===== src/rtl/brc_pipe_if.sv =====
// brc_pipe_if: handshake and data bundle for the pipelined branch comparator.
//   i_valid / o_ready          : input beat handshake (o_ready = global advance)
//   i_rs1_data / i_rs2_data    : operands, WIDTH bits
//   i_funct3                   : RV32I branch funct3
//   i_flush                    : kill every in-flight beat at the next edge
//   o_valid / i_ready          : result handshake
//   o_br_equal/less/taken/illegal : comparison results
// The slave modport is the comparator; the master modport is its surroundings.
interface brc_pipe_if #(
    parameter int unsigned WIDTH = 32
);
    logic             i_valid;
    logic             o_ready;
    logic [WIDTH-1:0] i_rs1_data;
    logic [WIDTH-1:0] i_rs2_data;
    logic [2:0]       i_funct3;
    logic             i_flush;
    logic             o_valid;
    logic             i_ready;
    logic             o_br_equal;
    logic             o_br_less;
    logic             o_br_taken;
    logic             o_br_illegal;

    modport master (
        output i_valid, i_rs1_data, i_rs2_data, i_funct3, i_flush, i_ready,
        input  o_ready, o_valid, o_br_equal, o_br_less, o_br_taken, o_br_illegal
    );

    modport slave (
        input  i_valid, i_rs1_data, i_rs2_data, i_funct3, i_flush, i_ready,
        output o_ready, o_valid, o_br_equal, o_br_less, o_br_taken, o_br_illegal
    );
endinterface


===== src/rtl/brc_pipe.sv =====
// brc_pipe: pipelined RV32I branch comparator with valid/ready, stall and flush.
//   i_clk : clock, rising edge
//   i_rst : asynchronous active-high reset
//   bus   : brc_pipe_if.slave (operands, funct3, handshakes, result flags)
// Stage 1 registers per-nibble lt/gt flags; the next stage collapses them
// MSB-first into a single lt/gt pair (stage 1 does both when STAGES = 1).
// Later stages only carry the collapsed result. A beat accepted at edge N
// is visible after edge N+STAGES-1 while the pipe keeps advancing.
module brc_pipe #(
    parameter int unsigned WIDTH  = 32,
    parameter int unsigned STAGES = 2
) (
    input logic     i_clk,
    input logic     i_rst,
    brc_pipe_if.slave bus
);
    localparam int unsigned NIB = WIDTH / 4;

    typedef struct packed {
        logic           valid;
        logic [2:0]     funct3;
        logic           sign_a;
        logic           sign_b;
        logic [NIB-1:0] lt;
        logic [NIB-1:0] gt;
    } slot_t;

    slot_t slots [STAGES];
    slot_t nxt   [STAGES];
    slot_t raw;
    slot_t last;
    logic  en;

    // Highest unequal nibble decides; scanning upward lets it overwrite.
    function automatic logic [1:0] reduce_msb_first(input logic [NIB-1:0] lt,
                                                    input logic [NIB-1:0] gt);
        logic l;
        logic g;
        l = 1'b0;
        g = 1'b0;
        for (int unsigned i = 0; i < NIB; i++) begin
            if (lt[i] | gt[i]) begin
                l = lt[i];
                g = gt[i];
            end
        end
        return {l, g};
    endfunction

    // Collapsed result lives in bit 0; idempotent on already-collapsed slots.
    function automatic slot_t collapse(input slot_t s);
        slot_t      r;
        logic [1:0] lg;
        r     = s;
        lg    = reduce_msb_first(s.lt, s.gt);
        r.lt  = '0;
        r.gt  = '0;
        r.lt[0] = lg[1];
        r.gt[0] = lg[0];
        return r;
    endfunction

    always_comb begin
        raw        = '0;
        raw.valid  = bus.i_valid;
        raw.funct3 = bus.i_funct3;
        raw.sign_a = bus.i_rs1_data[WIDTH-1];
        raw.sign_b = bus.i_rs2_data[WIDTH-1];
        for (int unsigned i = 0; i < NIB; i++) begin
            raw.lt[i] = bus.i_rs1_data[4*i +: 4] < bus.i_rs2_data[4*i +: 4];
            raw.gt[i] = bus.i_rs1_data[4*i +: 4] > bus.i_rs2_data[4*i +: 4];
        end
    end

    always_comb begin
        for (int unsigned k = 0; k < STAGES; k++) begin
            nxt[k] = '0;
        end
        nxt[0] = (STAGES == 1) ? collapse(raw) : raw;
        for (int unsigned k = 1; k < STAGES; k++) begin
            nxt[k] = (k == 1) ? collapse(slots[0]) : slots[k-1];
        end
    end

    assign last = slots[STAGES-1];
    assign en   = ~last.valid | bus.i_ready;

    // Flush overrides the stall: valid bits clear even when en = 0.
    always_ff @(posedge i_clk or posedge i_rst) begin
        if (i_rst) begin
            for (int unsigned k = 0; k < STAGES; k++) begin
                slots[k] <= '0;
            end
        end else begin
            for (int unsigned k = 0; k < STAGES; k++) begin
                if (en) begin
                    slots[k] <= nxt[k];
                end
                if (bus.i_flush) begin
                    slots[k].valid <= 1'b0;
                end
            end
        end
    end

    logic [1:0] lg_out;
    logic       less_u;
    logic       equal;
    logic       less;
    logic       taken;
    logic       illegal;

    always_comb begin
        lg_out  = reduce_msb_first(last.lt, last.gt);
        less_u  = lg_out[1];
        equal   = ~lg_out[1] & ~lg_out[0];
        illegal = (last.funct3[2:1] == 2'b01);
        if (last.funct3[1] || (last.sign_a == last.sign_b)) begin
            less = less_u;
        end else begin
            less = last.sign_a;
        end
        taken = 1'b0;
        case (last.funct3)
            3'b000:         taken = equal;
            3'b001:         taken = ~equal;
            3'b100, 3'b110: taken = less;
            3'b101, 3'b111: taken = ~less;
            default:        taken = 1'b0;
        endcase
    end

    // Flags are gated by o_valid so idle/reset outputs read as zero.
    assign bus.o_ready      = en;
    assign bus.o_valid      = last.valid;
    assign bus.o_br_equal   = last.valid & equal;
    assign bus.o_br_less    = last.valid & less;
    assign bus.o_br_taken   = last.valid & taken;
    assign bus.o_br_illegal = last.valid & illegal;
endmodule


===== src/flat_wrapper.sv =====
// flat-port wrapper written by rule: the top's interface ports become plain ports
module brc_pipe_flat 
#(
    parameter int unsigned WIDTH  = 32,
    parameter int unsigned STAGES = 2
)
  (i_clk, i_rst, bus_i_valid, bus_i_rs1_data, bus_i_rs2_data, bus_i_funct3, bus_i_flush, bus_i_ready, bus_o_ready, bus_o_valid, bus_o_br_equal, bus_o_br_less, bus_o_br_taken, bus_o_br_illegal);
  brc_pipe_if #(.WIDTH(WIDTH)) bus_i ();
  input logic i_clk;
  input logic i_rst;
  input wire logic [$bits(bus_i.i_valid)-1:0] bus_i_valid;
  input wire logic [$bits(bus_i.i_rs1_data)-1:0] bus_i_rs1_data;
  input wire logic [$bits(bus_i.i_rs2_data)-1:0] bus_i_rs2_data;
  input wire logic [$bits(bus_i.i_funct3)-1:0] bus_i_funct3;
  input wire logic [$bits(bus_i.i_flush)-1:0] bus_i_flush;
  input wire logic [$bits(bus_i.i_ready)-1:0] bus_i_ready;
  output wire logic [$bits(bus_i.o_ready)-1:0] bus_o_ready;
  output wire logic [$bits(bus_i.o_valid)-1:0] bus_o_valid;
  output wire logic [$bits(bus_i.o_br_equal)-1:0] bus_o_br_equal;
  output wire logic [$bits(bus_i.o_br_less)-1:0] bus_o_br_less;
  output wire logic [$bits(bus_i.o_br_taken)-1:0] bus_o_br_taken;
  output wire logic [$bits(bus_i.o_br_illegal)-1:0] bus_o_br_illegal;
  assign bus_i.i_valid = bus_i_valid;
  assign bus_i.i_rs1_data = bus_i_rs1_data;
  assign bus_i.i_rs2_data = bus_i_rs2_data;
  assign bus_i.i_funct3 = bus_i_funct3;
  assign bus_i.i_flush = bus_i_flush;
  assign bus_i.i_ready = bus_i_ready;
  assign bus_o_ready = bus_i.o_ready;
  assign bus_o_valid = bus_i.o_valid;
  assign bus_o_br_equal = bus_i.o_br_equal;
  assign bus_o_br_less = bus_i.o_br_less;
  assign bus_o_br_taken = bus_i.o_br_taken;
  assign bus_o_br_illegal = bus_i.o_br_illegal;
  brc_pipe #(.WIDTH(WIDTH), .STAGES(STAGES)) u_core (.i_clk(i_clk), .i_rst(i_rst), .bus(bus_i));
endmodule

===== config.mk =====
export PLATFORM = sky130hd
export DESIGN_NAME = brc_pipe_flat
export DESIGN_NICKNAME = d
export VERILOG_FILES = /design/src/rtl/brc_pipe_if.sv /design/src/rtl/brc_pipe.sv /design/src/flat_wrapper.sv
export SDC_FILE = /design/constraint.sdc
export NUM_CORES = 1
export LEC_CHECK = 0
export ABC_AREA = 1
export CORE_MARGIN = 2
export CORE_UTILIZATION = 45
export CTS_BUF_LIST = sky130_fd_sc_hd__clkbuf_16
export DETAILED_ROUTE_END_ITERATION = 7
export PLACE_DENSITY = 0.81
export SYNTH_ARGS = -nofsm -noshare
export SYNTH_HDL_FRONTEND = slang
export SYNTH_SLANG_ARGS = --single-unit

===== constraint.sdc =====
create_clock -name i_clk -period 1.48 [get_ports i_clk]
set_input_delay 0.222 -clock i_clk [delete_from_list [all_inputs] [get_ports i_clk]]
set_output_delay 0.222 -clock i_clk [all_outputs]
set_load 0.02 [all_outputs]

==> results_dict.tcl, run 1 <==
set metrics [dict create \
    relSlewSlack_pct 74.8 \
    synth-compound-area-share_pct 15.8 \
    synthArstFlopShare_pct 100 \
    drt_iter0_markers 114 \
    initial_utilization_pct 47.6 \
    grtUsageTotal_pct 19.0 \
    wire_per_inst_um 11.5 \
    overflow 0 \
    synth_top_family_by_area "adder cells" \
    ys_warn_count 0 \
    syn_area_per_cell_um2 7.35 \
    powerDensity_mw_per_mm2 870 \
    synthAdderAreaFrac_pct 18.9 \
    ant_nets 0 \
    yosys.area_share.simple_pct 16.2 \
    syn_nets 392 \
    fp.dieH_um 72.6 \
    synth-edff-count 0 \
    path_delay_family "compound AO/OA/AOI/OAI gates" \
    fin_area_mm2 0.00338 \
    muxShareOfSynthArea_pct 0 \
    clkTransAtPathRegs_ns 0.05 \
    cp.buffers_inverters 2 \
    power_uw 2940 \
    worstHoldPathType "primary input to asynchronous set/reset pin" \
    max_freq_ghz 0.618 \
    crit_cells 5 \
    critPathRequiredTime_ns 1.26 \
    p_sw_uw 777 \
    totalWireLength_um 5090 \
    nNetsFinal 493 \
    grt_pass1_wl_um 8020 \
    rsz0062_at_grt "yes" \
    end_kind "output port" \
    violations "setup timing" \
    place_area_mm2 0.00305 \
    wl_met1_um 1970 \
    drv_cap 0 \
    synth-xor-area-share_pct 0 \
    fillCellCount 319 \
    skew_ns 0.00350 \
    ys_seq_area_share_pct 35.5 \
    die_x_um 72.6 \
    cp-start-kind "register" \
    whs_ns 0.323 \
    highest-signal-layer "met4" \
    htree_num_levels 2 \
    crit_path_top_delay_cell "dfrtp_1" \
    worst_pin_slew_ns 0.379 \
    yosysUniqueCellTypes 17 \
    synthMostInstantiatedCell "nand2_1" \
    finalNonFillerCells 441 \
    tritoncts "built" \
    ys.flop_type "dfrtp_1" \
    synthCells 288 \
    clkPwrFrac_pct 37.4 \
    vias 2124 \
    grt_max_degree 32 \
    setup_tns_ns -0.218 \
    io_pins 78 \
    ys_ff_latch 30 \
    switching_share_pct 26.4 \
    setup_viol 2 \
    cpPeakStageDelay_ns 0.38 \
    path_cells "o211ai_1 > a21oi_1 > o21ai_1 > inv_1 > buf_6" \
    p_comb_share_pct 29.3 \
    io_buffers 77 \
    critPathKind "register to output port" \
    crit_fanout 3 \
    finalMaxSlewViolations 0 \
    finalHoldViolations 0 \
    area_growth_pct 59.7 \
    gp_congestion 0.893 \
    insertion_delay_ns 0.27 \
    layout-drive-gt1-share_pct 15.7 \
    p_int_uw 2160 \
    rr_worst_depth 15 \
    antenna_found_initial 0 \
    via_per_inst 4.82 \
    place_inst 428 \
    multi_input_area_mm2 0.00119 \
    dp_hpwl_um 3510 \
    drtPass1Iterations 4 \
    core_mm2 0.00444 \
    synth_common_cells "nand2_1, inv_1, ha_1" \
    pwr-share-seq_pct 33.4 \
    wl_met3_um 257 \
    synth_largest_area_cell "dfrtp_1" \
    cts.path.max_buffers 2 \
    wl_met2_um 2750 \
    numCtsBuffers 5 \
    synth_top_area_share_pct 35.5 \
    antenna_cells 0 \
    row_count 24 \
    critPathArrivalTime_ns 1.40 \
    seqCellArea_um2 751 \
    synth_area_leaders "dfrtp_1, ha_1, nand2_1, inv_1, o21ai_0" \
    period_needed_ns 1.62 \
    grt_pass1_vias 2054 \
    period_share_pct 109 \
    setup_ws_ns -0.138 \
    drc 0 \
    die_area_mm2 0.00527 \
    clock-root-buffer "clkbuf_16" \
    syn-cell-area_mm2 0.00212 \
    peakVddDrop_mv 0.575 \
    cts_sinks 30 \
    power.leakage_uw 0.00184 \
    status "finished, violations left" \
]
## cells by family (layout without fill, tap and decap cells)
kind of cell,after synthesis,after routing
AND/OR/NAND/NOR,89,89
buffers and inverters,76,177
AO/OA/AOI/OAI,61,61
adder cells (fa/ha/maj),32,32
flip-flops,30,30
## metal layers
metal	global-route usage [%]	vias up
li1	-	1103
met5	0	-
met2	36.5	71
met3	4.83	13
met4	3.91	0
met1	20.8	937
## cell usage in the layout, fill, tap and decap left out, drive strengths merged
| cell type | count |
|---|---|
| dfrtp | 30 |
| clkinv | 1 |
| a21oi | 21 |
| buf | 26 |
| nand2 | 77 |
| bufinv | 1 |
| dlymetal6s2s | 10 |
| inv | 71 |
| o21ai | 30 |
| clkdlybuf4s50 | 62 |
| a211oi | 1 |
| dlygate4sd2 | 1 |
| nand3 | 1 |
| o21a | 2 |
| o211ai | 7 |
| clkbuf | 5 |
| nor2 | 7 |
| ha | 32 |
| nor3 | 4 |
## final cells by class
cell class / count / area share [%]
timing repair buffer: 99 / 28.1
clock buffer: 5 / 3.70
tap: 52 / 1.93
clock inverter: 2 / 1.00
inverter: 71 / 7.89
sequential: 30 / 22.2
multi-input combinational: 182 / 35.2
## state kept, by name, indices dropped and copies added (netlist names)
| register | flops |
|---|---|
| u_core.bus.o_valid | 1 |
| u_core.last | 7 |
| u_core.nxt | 6 |
| u_core.slots | 16 |
## worst register-to-register path, stage by stage, from the launching register on
cell and delay, ns:
dfrtp_1 0.36, inv_2 0.07, nand2_1 0.05, nand2_1 0.06
nand2_1 0.05, nand2_1 0.05, nand2_1 0.05, nand2_1 0.05
nand2_1 0.07, nand2_1 0.07, nand2_1 0.05, nand2_1 0.05
nand2_1 0.05, nand2_1 0.05, nand2_1 0.05, a21oi_2 0.11
## stage by stage
stage,setup slack [ns],utilization (%)
after detailed placement,-0.321,68.6
final,-0.138,76.0
after CTS,-0.101,72.5
after global routing,-0.264,76.0
after global placement,-0.267,68.6
after floorplan,0.187,-
## power by group through the flow
stage          combinational, µW  clock, µW  sequential, µW
6_report                     860       1100             981
5_1_grt                      971       1150             995
4_1_cts                      786       1110             981
3_5_place_dp                 753          0             993
3_3_place_gp                 731          0             989
2_1_floorplan                400          0             986
## path summary, 6_finish.rpt
check	startpoint	endpoint	slack, ns
setup / recovery	u_core.last[8]	bus_o_br_taken	-0.14
hold reg to reg	u_core.nxt[20]	u_core.last[20]	0.48
setup reg to reg	u_core.slots[31]	u_core.last[0]	0.17
max in group asynchronous	i_rst	u_core.nxt[18]	0.88
min in group i_clk	u_core.nxt[20]	u_core.last[20]	0.48
hold / removal	i_rst	u_core.slots[22]	0.32
## repair_timing
item | in CTS | in global routing
gates cloned | 0 | 0
endpoints found under the setup margin | 5 | 15
pin swaps | 3 | 17
hold buffers | 0 | 0
buffers inserted | 3 | 3
gates resized for setup | 24 | 49
Note: power is estimated with default switching activity, not from simulation.
==> run 2: changes to the inputs <==
==> constraint.sdc (replaced) <==
create_clock -name i_clk -period 1.7 [get_ports i_clk]
set_input_delay 0.255 -clock i_clk [delete_from_list [all_inputs] [get_ports i_clk]]
set_output_delay 0.255 -clock i_clk [all_outputs]
set_load 0.02 [all_outputs]
==> run 2 against run 1 <==
Net effect:
- register-to-register slack improved by 0.23 ns
- combinational power decreased by 26%
- setup slack improved by 0.17 ns
- non-clock buffer count decreased by 12
- the run now ends clean
- clock power about the same
- utilization decreased by 4.4 points
- sequential cell count unchanged
- global-route usage decreased by 1.2 points
==> results_dict.tcl, run 2 (synthesis gave the netlist of run 1 again) <==
set metrics [dict create \
    grt_max_degree 32 \
    row_count 24 \
    antenna_found_initial 0 \
    fin_area_mm2 0.00318 \
    skew_ns 0.00136 \
    initial_utilization_pct 47.6 \
    crit_fanout 5 \
    wire_per_inst_um 9.88 \
    largest_register_ff_count 16 \
    antenna_cells 0 \
    drt_iter0_markers 102 \
    ant_nets 0 \
    path_delay_family "flip-flops" \
    drtPass1Iterations 4 \
    finalHoldViolations 0 \
    critPathKind "register to output port" \
    crit_path_top_delay_cell "dfrtp_1" \
    insertion_delay_ns 0.27 \
    grt_pass1_wl_um 7640 \
    overflow 0 \
    critPathRequiredTime_ns 1.44 \
    power_uw 2610 \
    cpPeakStageDelay_ns 0.41 \
    period_share_pct 98.1 \
    numCtsBuffers 5 \
    critPathArrivalTime_ns 1.41 \
    max_freq_ghz 0.600 \
    final_common_cell "nand2_1" \
    vias 2032 \
    rsz0062_at_grt "yes" \
    setup_tns_ns 0 \
    grtUsageTotal_pct 17.8 \
    core_mm2 0.00444 \
    htree_num_levels 2 \
    place_area_mm2 0.00300 \
    cp-start-kind "register" \
    drv_cap 0 \
    dp_hpwl_um 3440 \
    tritoncts "built" \
    period_needed_ns 1.67 \
    totalWireLength_um 4250 \
    peakVddDrop_mv 0.406 \
    cp.buffers_inverters 2 \
    die_x_um 72.6 \
    clock-root-buffer "clkbuf_16" \
    status "finished, final reports clean" \
    worst_pin_slew_ns 0.364 \
    final_cell_mix "nand2_1, clkdlybuf4s50_1, inv_1, ha_1, dfrtp_1" \
    power.leakage_uw 0.00172 \
    powerDensity_mw_per_mm2 818 \
    layout-drive-gt1-share_pct 6.35 \
    relSlewSlack_pct 75.7 \
    setup_ws_ns 0.0321 \
    fp.dieH_um 72.6 \
    fillCellCount 373 \
    end_kind "output port" \
    area_growth_pct 50.5 \
    worstHoldPathType "primary input to asynchronous set/reset pin" \
    path_cells "o211ai_1 > nand3_1 > nand2_1 > o21ai_1 > inv_1 > buf_2" \
    cts_sinks 30 \
    nNetsFinal 481 \
    cts_hold_buf 0 \
    setup_viol 0 \
    clkTransAtPathRegs_ns 0.05 \
    preCtsSetupSlack_ns -0.128 \
    io_buffers 77 \
    finalMaxSlewViolations 0 \
    io_pins 78 \
    die_area_mm2 0.00527 \
    top_register "u_core.slots" \
    grt_pass1_vias 1982 \
    cts.path.max_buffers 2 \
    via_per_inst 4.73 \
    gp_congestion 0.891 \
    drc 0 \
]
run 2: cell count changes in the layout (fill, tap and decap cells not counted), moves of 3 or more:
| cell | before | now |
|---|---|---|
| buf_4 | 23 | 10 |
| clkdlybuf4s50_1 | 62 | 72 |
| dlymetal6s2s_1 | 10 | 1 |
| ha_1 | 24 | 32 |
| ha_4 | 8 | 0 |
| inv_1 | 56 | 68 |
| inv_2 | 15 | 3 |
| nand2_1 | 74 | 77 |
| nand2_2 | 3 | 0 |
| o21ai_0 | 13 | 28 |
| o21ai_1 | 17 | 2 |
run 2: metal layers:
layer  vias to the layer above  GRT usage, %  wire length (µm)
met1                       899          19.9              1800
met4                         0          4.73                42
met3                         4          4.97               189
li1                       1081             -                 -
met2                        48          32.9              2220
met5                         -             0                 0
run 2: through the flow:
stage	hold WS (ns)	std cells	utilization [%]
finish	0.362	430	71.6
global route	0.388	430	71.6
CTS	0.375	429	71.5
detailed placement	0.463	421	67.5
global placement	0.460	421	67.5
floorplan	0.318	288	-
run 2: final timing paths:
kind | from | endpoint | slack, ns | cells after the start
setup / recovery | u_core.last[8] | bus_o_br_taken | 0.03 | 6
hold / removal | i_rst | u_core.slots[22] | 0.36 | 3
setup reg to reg | u_core.bus.o_valid | u_core.slots[37] | 0.40 | 6
hold reg to reg | u_core.nxt[17] | u_core.last[17] | 0.48 | 2
max in group asynchronous | i_rst | u_core.slots[27] | 1.07 | 3
min in group i_clk | u_core.nxt[17] | u_core.last[17] | 0.48 | 2
run 2: what timing repair did:
| action | 4_1_cts | 5_1_grt |
|---|---|---|
| resized for setup | 8 | 4 |
| setup buffers | 0 | 1 |
| setup endpoints to repair | 4 | 3 |
| pin swaps | 1 | 1 |
run 2: tightest hold or removal path: cells and delay by family:
| kind | cells | cell delay [ns] |
|---|---|---|
| buf+inv | 3 | 0.77 |
run 2: power breakdown:
part	switching (µW)	total [µW]	internal, µW
logic	302	635	333
clock network	281	1110	832
registers	46.5	858	811
run 2: area by class of cell:
class	count	area, µm²	area share (%)
Clock inverter	3	63.8	2.00
Multi-Input combinational cell	182	1080	33.8
Timing Repair Buffer	87	836	26.2
Sequential cell	30	751	23.6
Clock buffer	5	125	3.93
Inverter	71	267	8.37
Tap cell	52	65.1	2.04
==> run 3: changes to the inputs <==
--- a/config.mk
+++ b/config.mk
@@ -5,12 +5,14 @@
 export SDC_FILE = /design/constraint.sdc
 export NUM_CORES = 1
 export LEC_CHECK = 0
-export ABC_AREA = 1
+export ABC_AREA = 0
+export CELL_PAD_IN_SITES_DETAIL_PLACEMENT = 0
+export CELL_PAD_IN_SITES_GLOBAL_PLACEMENT = 1
 export CORE_MARGIN = 2
-export CORE_UTILIZATION = 45
+export CORE_UTILIZATION = 32
 export CTS_BUF_LIST = sky130_fd_sc_hd__clkbuf_16
 export DETAILED_ROUTE_END_ITERATION = 7
-export PLACE_DENSITY = 0.81
+export PLACE_DENSITY = 0.88
 export SYNTH_ARGS = -nofsm -noshare
 export SYNTH_HDL_FRONTEND = slang
 export SYNTH_SLANG_ARGS = --single-unit
==> run 3 against run 2 <==
Net effect:
- the run now ends with DRC, setup timing left
- synthesized area up 1.4%
- wire length up 7.7%
- sequential share of layout area down 0.88 points
- fmax down 6.8%
- sequential cell count unchanged
- clock-buffer cell count unchanged
- setup slack worse by 0.12 ns
- hold slack better by 0.0087 ns
- register-to-register slack worse by 0.08 ns
- critical path depth down 1
- critical path type unchanged
- highest routed layer unchanged
==> results_dict.tcl, run 3 <==
set metrics [dict create \
    finalHoldViolations 0 \
    critPathArrivalTime_ns 1.53 \
    largest_register_ff_count 16 \
    crit_path_top_delay_cell "dfrtp_1" \
    antenna_found_initial 0 \
    period_needed_ns 1.79 \
    power_uw 2360 \
    r2r_end "u_core.slots[34]" \
    switching_share_pct 27.0 \
    clkPwrFrac_pct 34.1 \
    ys_ff_latch 30 \
    fp.dieH_um 85.9 \
    period_share_pct 105 \
    drtPass1Iterations 8 \
    yosysUniqueCellTypes 31 \
    whs_ns 0.371 \
    grt_pass1_vias 1959 \
    synth-edff-count 0 \
    worstHoldPathType "primary input to asynchronous set/reset pin" \
    row_count 29 \
    power.leakage_uw 0.00171 \
    die_x_um 85.9 \
    layout-drive-gt1-share_pct 11.7 \
    critPathRequiredTime_ns 1.44 \
    violations "DRC, setup timing" \
    gp_congestion 0.748 \
    synthMostInstantiatedCell "nand2_1" \
    worst_pin_slew_ns 0.372 \
    crit_fanout 4 \
    ys_warn_count 0 \
    powerDensity_mw_per_mm2 711 \
    relSlewSlack_pct 75.0 \
    synth_common_cells "nand2_1, inv_1, ha_1" \
    cp-start-kind "register" \
    top_register "u_core.slots" \
    overflow 0 \
    cts.path.max_buffers 2 \
    totalWireLength_um 4580 \
    grtUsageTotal_pct 13.0 \
    p_int_uw 1720 \
    ant_nets 0 \
    synth_area_leaders "dfrtp_1, ha_1, nand2_1, inv_1, and4b_1" \
    finalCoreUtilization_pct 51.7 \
    io_pins 78 \
    critical_path.endpoint "bus_o_br_taken" \
    drc 5 \
    cp.buffers_inverters 1 \
    syn-cell-area_mm2 0.00215 \
    area_growth_pct 54.6 \
    preCtsSetupSlack_ns -0.224 \
    cts_hold_buf 0 \
    syn_nets 363 \
    status "finished, violations left" \
    regToRegStartpoint "u_core.bus.o_valid" \
    crit_cells 5 \
    cp-startpoint "u_core.last[17]" \
    grt_pass1_wl_um 7780 \
    cpPeakStageDelay_ns 0.40 \
    peakVddDrop_mv 0.384 \
    rr_worst_depth 5 \
    synth_largest_area_cell "dfrtp_1" \
    insertion_delay_ns 0.27 \
    tritoncts "built" \
    htree_num_levels 2 \
    die_area_mm2 0.00738 \
    nNetsFinal 462 \
    setup_viol 1 \
    pwr-share-seq_pct 38.2 \
    skew_ns 0.00180 \
    r2r_slack_ns 0.32 \
    numCtsBuffers 5 \
    p_comb_share_pct 27.7 \
    critPathKind "register to output port" \
    ys_seq_area_share_pct 35.0 \
    io_buffers 77 \
    syn_area_per_cell_um2 8.28 \
    end_kind "output port" \
    finalMaxSlewViolations 0 \
    path_delay_family "compound AO/OA/AOI/OAI gates" \
    p_sw_uw 637 \
    initial_utilization_pct 33.4 \
    max_freq_ghz 0.559 \
    ys.flop_type "dfrtp_1" \
    rsz0062_at_grt "yes" \
    core_mm2 0.00642 \
    synthCells 259 \
    antenna_cells 0 \
    grt_max_degree 31 \
    final_common_cell "clkdlybuf4s50_1" \
    path_cells "nand2b_4 > o211a_1 > a311oi_2 > o32ai_2 > buf_4" \
    final_cell_mix "clkdlybuf4s50_1, nand2_1, inv_1, ha_1, dfrtp_1" \
    drv_cap 0 \
    synth_top_area_share_pct 35.0 \
    cts_sinks 30 \
    setup_ws_ns -0.0891 \
    wire_per_inst_um 10.5 \
    vias 2083 \
    clkTransAtPathRegs_ns 0.05 \
    dp_hpwl_um 3670 \
    synthArstFlopShare_pct 100 \
    via_per_inst 4.78 \
    drt_iter0_markers 94 \
    clock-root-buffer "clkbuf_16" \
]
run 3: changes by cell type after synthesis, sizes merged, moves of 7 or more:
cell,before,now
inv,71,45
o211ai,7,0
o21ai,30,15
nand2,77,54
a21oi,21,6
run 3: power groups by stage:
stage,combinational (µW),clock (µW),sequential (µW)
finish,653,805,900
global route,739,864,914
CTS,644,827,888
detailed placement,642,0,895
global placement,629,0,891
floorplan,336,0,875
run 3: per-layer routing:
layer / track usage [%] / share of wire, % / up-vias
li1: - / - / 1079
met1: 14.8 / 44 / 951
met2: 23.3 / 50 / 49
met3: 3.56 / 4.6 / 4
met4: 4.62 / 0.87 / 0
met5: 0 / 0 / -
run 3: cell families (layout without fill, tap and decap cells):
logic type      after synthesis  after routing  share of synthesized area [%]
compound gates               46             46                           14.1
buf+inv                      53            153                           9.91
mux                           2              2                           1.05
simple gates                 96             96                           21.3
fa+ha+maj                    32             32                           18.7
flops                        30             30                           35.0
run 3: what timing repair did:
action,CTS,global route
endpoints found under the setup margin,5,3
endpoints found under the hold margin,0,0
resized for setup,12,9
pin swaps,0,2
buffers inserted,0,1
gates cloned,0,0
run 3: worst min path at each step:
stage / from / endpoint / cells past startpoint
6_report: i_rst / u_core.last[20] / 3
5_1_grt: i_rst / u_core.last[20] / 3
4_1_cts: i_rst / u_core.last[20] / 3
3_5_place_dp: u_core.nxt[17] / u_core.nxt[17] / 2
3_3_place_gp: u_core.nxt[19] / u_core.nxt[19] / 2
2_1_floorplan: bus_i_flush / u_core.nxt[21] / 1
run 3: metrics by stage:
step	cells	area, µm²	setup TNS (ns)
after CTS	435	3270	-0.0752
after global routing	436	3320	-0.242
after detailed placement	427	3140	-1.41
after floorplan	259	2150	0
after global placement	427	3140	-1.25
final	436	3320	-0.0891
run 3: layout make-up:
type / instances / area, µm²
inverters: 46 / 178
clock buffers: 5 / 125
repair buffers: 99 / 932
well taps: 77 / 96.3
fillers: 629 / 3100
flip-flops and latches: 30 / 753
multi-input cells: 176 / 1220
clock inverters: 3 / 12.5
run 3: worst min-delay path, cell delays in order:
cell             delay (ns)
clkdlybuf4s50_1        0.40
inv_1                  0.05
buf_4                  0.34
